### config.mk
export PLATFORM = sky130hd
export DESIGN_NAME = result_deframer_flat
export DESIGN_NICKNAME = d
export VERILOG_FILES = /design/src/rtl/result_deframer_if.sv /design/src/rtl/result_deframer.sv /design/src/flat_wrapper.sv
export SDC_FILE = /design/constraint.sdc
export NUM_CORES = 1
export LEC_CHECK = 0
export ABC_AREA = 1
export BUFFER_PORTS_ARGS = -buffer_cell sky130_fd_sc_hd__buf_2
export CAP_MARGIN = 20
export CORE_MARGIN = 4
export CORE_UTILIZATION = 37
export CTS_CLUSTER_SIZE = 14
export DETAILED_ROUTE_END_ITERATION = 16
export PLACE_DENSITY_LB_ADDON = 0.3
export SLEW_MARGIN = 40
export SYNTH_ARGS = -nofsm -noshare
export SYNTH_HDL_FRONTEND = slang
export SYNTH_SLANG_ARGS = --single-unit
### constraint.sdc
create_clock -name clk -period 2.2 [get_ports clk]
set_clock_uncertainty 0.05 [all_clocks]
set_input_delay 0.44 -clock clk [delete_from_list [all_inputs] [get_ports clk]]
set_output_delay 0.44 -clock clk [all_outputs]
set_load 0.05 [all_outputs]
### src/rtl/result_deframer_if.sv
// Byte-in / correction-word-out handshake bundle for the result deframer.
// The slave side is the deframer, and the master side is whatever feeds and drains it.
interface result_deframer_if #(
    parameter int CORRECTION_WIDTH = 14,
    parameter int GRID_WIDTH_U     = 3
);
    localparam int U_BIT_WIDTH = (GRID_WIDTH_U > 1) ? $clog2(GRID_WIDTH_U) : 1;

    logic [7:0]                  in_data;
    logic                        in_valid;
    logic                        in_ready;
    logic [CORRECTION_WIDTH-1:0] corr_data;
    logic [U_BIT_WIDTH-1:0]      corr_round;
    logic                        corr_last;
    logic                        corr_valid;
    logic                        corr_ready;

    modport master (
        output in_data, in_valid, corr_ready,
        input  in_ready, corr_data, corr_round, corr_last, corr_valid
    );

    modport slave (
        input  in_data, in_valid, corr_ready,
        output in_ready, corr_data, corr_round, corr_last, corr_valid
    );
endinterface

### src/rtl/result_deframer.sv
// Splits control-node result frames (3 header bytes plus GRID_WIDTH_U correction words)
// into a valid/ready word stream. It latches per-frame statistics and aborts stalled frames.
module result_deframer #(
    parameter int CORRECTION_WIDTH = 14,
    parameter int GRID_WIDTH_U     = 3,
    parameter int TIMEOUT_CYCLES   = 1024
) (
    input  logic                clk,
    input  logic                reset,
    result_deframer_if.slave    bus,
    output logic [7:0]          iteration_count,
    output logic [15:0]         cycle_count,
    output logic                frame_done,
    output logic                frame_error,
    output logic [15:0]         frame_count
);
    localparam int CORR_BYTES  = (CORRECTION_WIDTH + 7) >> 3;
    localparam int U_BIT_WIDTH = (GRID_WIDTH_U > 1) ? $clog2(GRID_WIDTH_U) : 1;
    localparam int B_W         = (CORR_BYTES > 1) ? $clog2(CORR_BYTES) : 1;
    localparam int WD_W        = (TIMEOUT_CYCLES > 1) ? $clog2(TIMEOUT_CYCLES) : 1;
    localparam int WD_LIM_I    = (TIMEOUT_CYCLES > 0) ? TIMEOUT_CYCLES - 1 : 0;

    localparam logic [WD_W-1:0]        WD_LIM = WD_W'(WD_LIM_I);
    localparam logic [B_W-1:0]         B_LAST = B_W'(CORR_BYTES - 1);
    localparam logic [U_BIT_WIDTH-1:0] U_LAST = U_BIT_WIDTH'(GRID_WIDTH_U - 1);

    typedef enum logic [1:0] {S_ITER, S_CYC_HI, S_CYC_LO, S_PAYLOAD} state_t;

    state_t                    state;
    logic [7:0]                iter_sh, hi_sh, lo_sh;
    logic [B_W-1:0]            byte_idx;
    logic [U_BIT_WIDTH-1:0]    round_idx;
    logic [CORR_BYTES*8-1:0]   partial, next_word;
    logic [WD_W-1:0]           wd_cnt;
    logic                      word_end, drain, accept, wd_expire;

    assign word_end     = (state == S_PAYLOAD) && (byte_idx == B_LAST);
    assign drain        = bus.corr_valid && bus.corr_ready;
    // Only a word-completing byte needs buffer space; a same-cycle drain frees it.
    assign bus.in_ready = !(word_end && bus.corr_valid && !bus.corr_ready);
    assign accept       = bus.in_valid && bus.in_ready;
    // Counting needs !in_valid, so a same-cycle byte always beats the abort.
    assign wd_expire    = (TIMEOUT_CYCLES != 0) && (state != S_ITER) && bus.in_ready &&
                          !bus.in_valid && (wd_cnt == WD_LIM);

    always_comb begin
        next_word = partial;
        for (int k = 0; k < CORR_BYTES; k++)
            if (byte_idx == B_W'(k)) next_word[8*k +: 8] = bus.in_data;
    end

    always_ff @(posedge clk or negedge reset) begin
        if (!reset) begin
            state           <= S_ITER;
            iter_sh         <= '0;
            hi_sh           <= '0;
            lo_sh           <= '0;
            byte_idx        <= '0;
            round_idx       <= '0;
            partial         <= '0;
            wd_cnt          <= '0;
            bus.corr_valid  <= 1'b0;
            bus.corr_data   <= '0;
            bus.corr_round  <= '0;
            bus.corr_last   <= 1'b0;
            iteration_count <= '0;
            cycle_count     <= '0;
            frame_done      <= 1'b0;
            frame_error     <= 1'b0;
            frame_count     <= '0;
        end else begin
            frame_done  <= 1'b0;
            frame_error <= 1'b0;
            if (drain) bus.corr_valid <= 1'b0;

            if (accept) begin
                wd_cnt <= '0;
                unique case (state)
                    S_ITER: begin
                        iter_sh <= bus.in_data;
                        state   <= S_CYC_HI;
                    end
                    S_CYC_HI: begin
                        hi_sh <= bus.in_data;
                        state <= S_CYC_LO;
                    end
                    S_CYC_LO: begin
                        lo_sh <= bus.in_data;
                        state <= S_PAYLOAD;
                    end
                    S_PAYLOAD: begin
                        if (word_end) begin
                            bus.corr_valid <= 1'b1;
                            bus.corr_data  <= next_word[CORRECTION_WIDTH-1:0];
                            bus.corr_round <= round_idx;
                            bus.corr_last  <= (round_idx == U_LAST);
                            partial        <= '0;
                            byte_idx       <= '0;
                            if (round_idx == U_LAST) begin
                                round_idx       <= '0;
                                state           <= S_ITER;
                                frame_done      <= 1'b1;
                                frame_count     <= frame_count + 16'd1;
                                iteration_count <= iter_sh;
                                cycle_count     <= {hi_sh, lo_sh};
                            end else begin
                                round_idx <= round_idx + 1'b1;
                            end
                        end else begin
                            partial  <= next_word;
                            byte_idx <= byte_idx + 1'b1;
                        end
                    end
                endcase
            end else if (state == S_ITER) begin
                wd_cnt <= '0;
            end else if (wd_expire) begin
                // Drop the partial frame but keep any finished word in the buffer.
                frame_error <= 1'b1;
                state       <= S_ITER;
                byte_idx    <= '0;
                round_idx   <= '0;
                partial     <= '0;
                wd_cnt      <= '0;
            end else if (bus.in_ready && !bus.in_valid) begin
                wd_cnt <= wd_cnt + 1'b1;
            end
        end
    end
endmodule

### src/flat_wrapper.sv
// flat-port wrapper written by rule: the top's interface ports become plain ports
module result_deframer_flat 
#(
    parameter int CORRECTION_WIDTH = 14,
    parameter int GRID_WIDTH_U     = 3,
    parameter int TIMEOUT_CYCLES   = 1024
)
  (clk, reset, iteration_count, cycle_count, frame_done, frame_error, frame_count, bus_in_data, bus_in_valid, bus_corr_ready, bus_in_ready, bus_corr_data, bus_corr_round, bus_corr_last, bus_corr_valid);
  result_deframer_if #(.CORRECTION_WIDTH(CORRECTION_WIDTH), .GRID_WIDTH_U(GRID_WIDTH_U)) bus_i ();
  input  logic clk;
  input  logic reset;
  output logic [7:0] iteration_count;
  output logic [15:0] cycle_count;
  output logic frame_done;
  output logic frame_error;
  output logic [15:0] frame_count;
  input wire logic [$bits(bus_i.in_data)-1:0] bus_in_data;
  input wire logic [$bits(bus_i.in_valid)-1:0] bus_in_valid;
  input wire logic [$bits(bus_i.corr_ready)-1:0] bus_corr_ready;
  output wire logic [$bits(bus_i.in_ready)-1:0] bus_in_ready;
  output wire logic [$bits(bus_i.corr_data)-1:0] bus_corr_data;
  output wire logic [$bits(bus_i.corr_round)-1:0] bus_corr_round;
  output wire logic [$bits(bus_i.corr_last)-1:0] bus_corr_last;
  output wire logic [$bits(bus_i.corr_valid)-1:0] bus_corr_valid;
  assign bus_i.in_data = bus_in_data;
  assign bus_i.in_valid = bus_in_valid;
  assign bus_i.corr_ready = bus_corr_ready;
  assign bus_in_ready = bus_i.in_ready;
  assign bus_corr_data = bus_i.corr_data;
  assign bus_corr_round = bus_i.corr_round;
  assign bus_corr_last = bus_i.corr_last;
  assign bus_corr_valid = bus_i.corr_valid;
  result_deframer #(.CORRECTION_WIDTH(CORRECTION_WIDTH), .GRID_WIDTH_U(GRID_WIDTH_U), .TIMEOUT_CYCLES(TIMEOUT_CYCLES)) u_core (.clk(clk), .reset(reset), .bus(bus_i), .iteration_count(iteration_count), .cycle_count(cycle_count), .frame_done(frame_done), .frame_error(frame_error), .frame_count(frame_count));
endmodule
==> results.toml, run 1 <==
[route]
dr.pass1.iters = 5
ant_nets = 0
routed_wl_um = 11400
drt_iter0_drc = 302
vias = 3957
wl_per_cell_um = 13.6
drc = 0
viasPerCell = 4.74

[critical_path]
worstSetupPathType = "reg -> out"
crit_arrival_ns = 1.57
endpoint_kind = "output pin"
crit_buf_inv = 2
path_max_fanout = 5
slowest_delay_ns = 0.41
crit_cells = 5
path_cells = "ha_1, nand2_2, inv_2, nand2_2, clkbuf_4"
critPathSlowestCell = "dfrtp_1"
path_delay_family = "flip-flops"
ff2ff_path_depth = 9
critPathRequiredTime_ns = 1.71
cp-start-kind = "flop"
crit_path_frequent_cell = "nand2_2"

[logic_synthesis]
synth_fp_nets = 600
yosys-top-cells-area = "dfrtp_1, nand2_1, o21ai_0"
synth.distinct_cells = 27
synth_top_area_frac = 0.559
synth_top_area_cell = "dfrtp_1"
postSynthAreaPerCell_um2 = 8.46
syn-instance-count = 582
synth.cell_area_mm2 = 0.00493
synth-edff-count = 0
ys_ff_latch = 110
ys.flop_type = "dfrtp_1"
ys_warn_count = 0
ys_seq_area_frac = 0.559
synthArstFlopShare = 1.00

[sta]
finalSetupViolCount = 0
clock.fmax_ghz = 0.485
maxSlewHeadroom = 0.691
slew_violations = 0
hold_viol = 0
finalCritPeriodShare = 0.938
setup_tns_ns = 0
tightest_slew_ns = 0.462
layout_min_cycle_time_ns = 2.06
rsz0062_at_grt = "no"

[clocking]
cts_buffers = 9
cts_tree = "built"
cts_root_buffer = "clkbuf_16"
path_clk_slew_ns = 0.07
h-tree-depth = 3
cts_buffer_depth = 2
clk_latency_ns = 0.35
cts_sinks = 110

[layout]
n_antenna_cell = 0
final_cell_area_mm2 = 0.00574
drive_gt1_frac = 0.174
final_util = 0.447
final_cells = 834
synthToLayoutAreaGrowth_pct = 16.4
nets = 675

[global_routing]
met1_usage = 0.211
grt_pass1_wl_um = 19200
grt_max_degree = 48
antenna_found_initial = 0
gr-total-overflow = 0
use_met2 = 0.261
grt_util_met3 = 0.0444
busiest_layer = "met2"
grt_pass1_vias = 3852
track_usage = 0.160

[place]
gp_congestion = 0.847
dpl.hpwl_um = 8130
placement.io_buffers = 72
dp.cells = 814
place_area_mm2 = 0.00544

[die]
core-area_mm2 = 0.0128
ios = 73
dieWidth_um = 123
rows = 41
die_area_mm2 = 0.0152
start_util = 0.384
fp.dieH_um = 123

[power]
power.internal_mw = 4.03
leakagePower_nw = 3.13
p_sw_frac = 0.418
p_comb_frac = 0.352
powerDensity_mw_per_mm2 = 1210
vdd_ir_drop_max_v = 0.000810
p_switching_mw = 2.89
sequentialPowerShare = 0.435
clkPwrFrac = 0.213

[min_path]
min_path_type = "in -> reg"
min_delay_path_depth = 3

[run]
drv_cap = 0

[outcome]
status = "completed"
per-stage QoR:
| step | hold slack (ns) | total power [mW] | setup slack, ns |
|---|---|---|---|
| 2_1_floorplan | 0.0944 | 4.82 | 0.273 |
| 3_3_place_gp | 0.349 | 5.42 | 0.292 |
| 3_5_place_dp | 0.356 | 5.49 | 0.232 |
| 4_1_cts | 0.394 | 6.99 | 0.0764 |
| 5_1_grt | 0.398 | 7.39 | 0.0114 |
| 6_report | 0.395 | 6.92 | 0.137 |
synthesized netlist by cell type (3+ instances only):
cell and number:
ha_1 6, buf_2 10, xor2_1 9, nand2_1 241, nand3b_1 3, inv_2 3
dfrtp_1 110, nor2_1 30, inv_1 44, buf_6 7, o21ai_0 51, nand4_1 7
nor3_1 5, nand3_1 29, xnor2_1 5, nand2_2 6
state kept, by name (all words and copies together), names as in the netlist, 8 cells and up:
signal and cells:
u_core.frame_count 16, u_core.lo_sh 8, u_core.iter_sh 8, u_core.hi_sh 8, u_core.cycle_count 16, u_core.partial 11
u_core.bus.corr_data 14, u_core.wd_cnt 10, u_core.iteration_count 8
timing repair:
action                                  CTS  global route
endpoints found under the hold margin    28             0
buffers inserted                          0             3
hold buffers                              1             0
gates resized for setup                   0             2
endpoints found under the setup margin    0             6
kinds of logic (layout without fill, tap and decap cells):
kind of cell             after synthesis  after routing  synth area share
buffers and inverters                 69            149            0.0673
AO/OA/AOI/OAI                         55             55            0.0592
adder cells (fa/ha/maj)                6              6            0.0152
flip-flops                           110            110             0.559
XOR/XNOR                              14             14            0.0249
AND/OR/NAND/NOR                      328            328             0.275
cells in the final DEF (no fill, tap or decap), types with 3 or more instances in the layout:
| cell type | n |
|---|---|
| dfrtp_1 | 110 |
| clkbuf_1 | 4 |
| nor2_1 | 30 |
| buf_4 | 13 |
| nand2_2 | 7 |
| xor2_1 | 9 |
| inv_2 | 3 |
| nand3_1 | 29 |
| ha_1 | 6 |
| inv_1 | 44 |
| nand4_1 | 7 |
| nor3_1 | 5 |
| o21ai_0 | 51 |
| clkbuf_16 | 9 |
| buf_2 | 70 |
| nand3b_1 | 3 |
| xnor2_1 | 5 |
| nand2_1 | 240 |
worst paths after layout:
check	start	to	slack [ns]
worst max-delay path	u_core.state[1]	bus_in_ready	0.14
worst min-delay path	bus_in_data[6]	u_core.hi_sh[6]	0.40
worst max register to register	u_core.state[1]	u_core.cycle_count[8]	0.23
worst min register to register	u_core.iter_sh[2]	u_core.iteration_count[2]	0.42
max in group asynchronous	reset	u_core.cycle_count[8]	0.85
min in group asynchronous	reset	u_core.frame_count[1]	0.53
worst register-to-register path, stage by stage, from the launching register on:
cell,delay (ns)
dfrtp_1,0.42
ha_1,0.26
nand2_2,0.14
nor2_4,0.06
nor2_4,0.25
nand2_2,0.10
inv_2,0.22
buf_4,0.27
nand2_1,0.07
nand2_1,0.07
power by group through the flow:
stage          logic (mW)  clock network, mW  registers, mW
6_report             2.43               1.48           3.01
5_1_grt              2.69               1.61           3.09
4_1_cts              2.45               1.52           3.02
3_5_place_dp         2.44                  0           3.05
3_3_place_gp         2.39                  0           3.03
2_1_floorplan       0.923                  0           3.90
layout make-up:
cell class | count | area (um2)
inverter | 47 | 176
sequential | 110 | 2750
multi-input combinational | 403 | 1840
fill | 1317 | 7090
clock buffer | 13 | 240
clock inverter | 3 | 21.3
timing repair buffer | 86 | 485
tap | 172 | 215
per-layer routing:
metal	up-vias	routed length, um
met5	-	0
met4	0	146
met3	10	619
met2	86	5340
met1	1901	5260
li1	1960	-
(Power assumes the default switching activity.)
==> run 2: changes to the inputs <==
Settings changed: CELL_PAD_IN_SITES_DETAIL_PLACEMENT set to 1, CELL_PAD_IN_SITES_GLOBAL_PLACEMENT set to 2, CORE_UTILIZATION 37 to 34.
==> run 2 against run 1 <==
  * Clock-buffer cell count down 4
  * Via count up 0.53%
  * First-iteration DRC count down 33%
  * Utilization down 3.4 points
  * Critical path type unchanged
==> results.toml, run 2 (synthesis gave the netlist of run 1 again) <==
[critical_path]
critPathSlowestCell = "dfrtp_1"
path_delay_family = "flip-flops"
path_cells = "ha_1, nand2_2, inv_2, nand2_2, buf_2"
worstSetupPathType = "reg -> out"
reg2reg_from = "u_core.state[0]"
critPathRequiredTime_ns = 1.71
path_max_fanout = 5
ff2ff_path_depth = 8
cp-start-kind = "flop"
worstReg2RegEnd = "u_core.state[0]"
rrSetupSlack_ns = 0.21
crit_path_frequent_cell = "nand2_2"
crit_buf_inv = 2
crit_arrival_ns = 1.63
slowest_delay_ns = 0.42
endpoint_kind = "output pin"

[route]
vias = 3978
routed_wl_um = 12900
dr.pass1.iters = 4
top_layer = "met4"
wirelength_met1_um = 6070
drt_iter0_drc = 202
wl_met3_um = 444
dr_wl_met2_um = 6250
wl_per_cell_um = 15.4
viasPerCell = 4.73
drc = 0
ant_nets = 0

[sta]
hold_viol = 0
finalSetupViolCount = 0
finalCritPeriodShare = 0.963
slew_violations = 0
clock.fmax_ghz = 0.472
setup_tns_ns = 0
tightest_slew_ns = 0.542
maxSlewHeadroom = 0.638
layout_min_cycle_time_ns = 2.12
rsz0062_at_grt = "no"

[layout]
layout_common_cells = "nand2_1, dfrtp_1, buf_2"
synthToLayoutAreaGrowth_pct = 17.8
drive_gt1_frac = 0.179
n_antenna_cell = 0
layout_commonest_cell = "nand2_1"
top_regs = "u_core.cycle_count (16), u_core.frame_count (16), u_core.bus.corr_data (14)"
filler_cell_count = 1731
final_cell_area_mm2 = 0.00580
nets = 674

[die]
fp.dieH_um = 128
ios = 73
rows = 43
dieWidth_um = 128
core-area_mm2 = 0.0140
start_util = 0.351
die_area_mm2 = 0.0165

[run]
drv_cap = 0

[min_path]
holdCritStartpoint = "bus_in_data[5]"
holdPathEnd = "u_core.bus.corr_data[13]"
min_path_type = "in -> reg"
min_delay_path_depth = 3

[global_routing]
grt_pass1_wl_um = 21700
antenna_found_initial = 0
grt_pass1_vias = 4177
grt_max_degree = 42
track_usage = 0.167
gr-total-overflow = 0

[place]
gp_congestion = 0.766
place_area_mm2 = 0.00546
placement.io_buffers = 72
dpl.hpwl_um = 9050

[power]
leakagePower_nw = 3.14
vdd_ir_drop_max_v = 0.000498
powerDensity_mw_per_mm2 = 1230

[clocking]
path_clk_slew_ns = 0.08
cts_buffers = 9
cts_buffer_depth = 2
cts_tree = "built"
h-tree-depth = 3
cts_sinks = 110
clk_latency_ns = 0.36
cts_root_buffer = "clkbuf_16"

[outcome]
status = "completed"
-- run 2: cell count changes in the layout (fill, tap and decap cells not counted), sizes merged --
cell	change
clkbuf	-5
clkinv	-1
bufinv	+1
inv	+2
clkinvlp	+2
-- run 2: how the worst max path moves through the flow --
stage,from,to,cells after the start
4_1_cts,u_core.state[0],bus_in_ready,5
3_3_place_gp,u_core.state[0],u_core.state[0],8
2_1_floorplan,u_core.state[0],u_core.partial[10],10
6_report,u_core.state[0],bus_in_ready,5
5_1_grt,u_core.state[0],bus_in_ready,5
3_5_place_dp,u_core.state[0],u_core.state[0],8
-- run 2: routing by layer --
layer	vias to the layer above	GRT usage
met5	-	0
li1	1962	-
met1	1951	0.222
met2	55	0.275
met4	0	0.0524
met3	10	0.0361
-- run 2: layout make-up --
class                      count  area [um2]  area share
clock buffer                   9         225      0.0388
clock inverter                 7        81.3      0.0140
inverter                      47         176      0.0304
multi-input combinational    403        1840       0.317
sequential                   110        2750       0.474
tap                          180         225      0.0388
timing repair buffer          85         500      0.0862
-- run 2: repair_timing --
action	4_1_cts	5_1_grt
endpoints found under the hold margin	1	0
hold buffers	1	0
buffers inserted	0	3
setup endpoints to repair	0	6
resized for setup	0	1
-- run 2: worst min-delay path, cell delays in order --
cell and delay, ns:
buf_2 0.11, inv_1 0.10, o21ai_0 0.09
-- run 2: report_power, final --
group	internal [mW]	leakage (nW)	total, mW	switching [mW]
clock	0.898	0.140	1.69	0.795
combinational	0.625	1.54	2.45	1.83
sequential	2.63	1.47	3.01	0.375
-- run 2: stage by stage --
step | setup slack, ns | hold slack [ns] | util | power (mW) | std cells
final | 0.0818 | 0.388 | 0.413 | 7.15 | 841
after global routing | 0.00130 | 0.411 | 0.413 | 7.66 | 841
after CTS | 0.0606 | 0.381 | 0.412 | 7.26 | 838
after detailed placement | 0.170 | 0.390 | 0.389 | 5.52 | 821
after global placement | 0.230 | 0.390 | 0.389 | 5.43 | 821
after floorplan | 0.273 | 0.0944 | - | 4.82 | 582
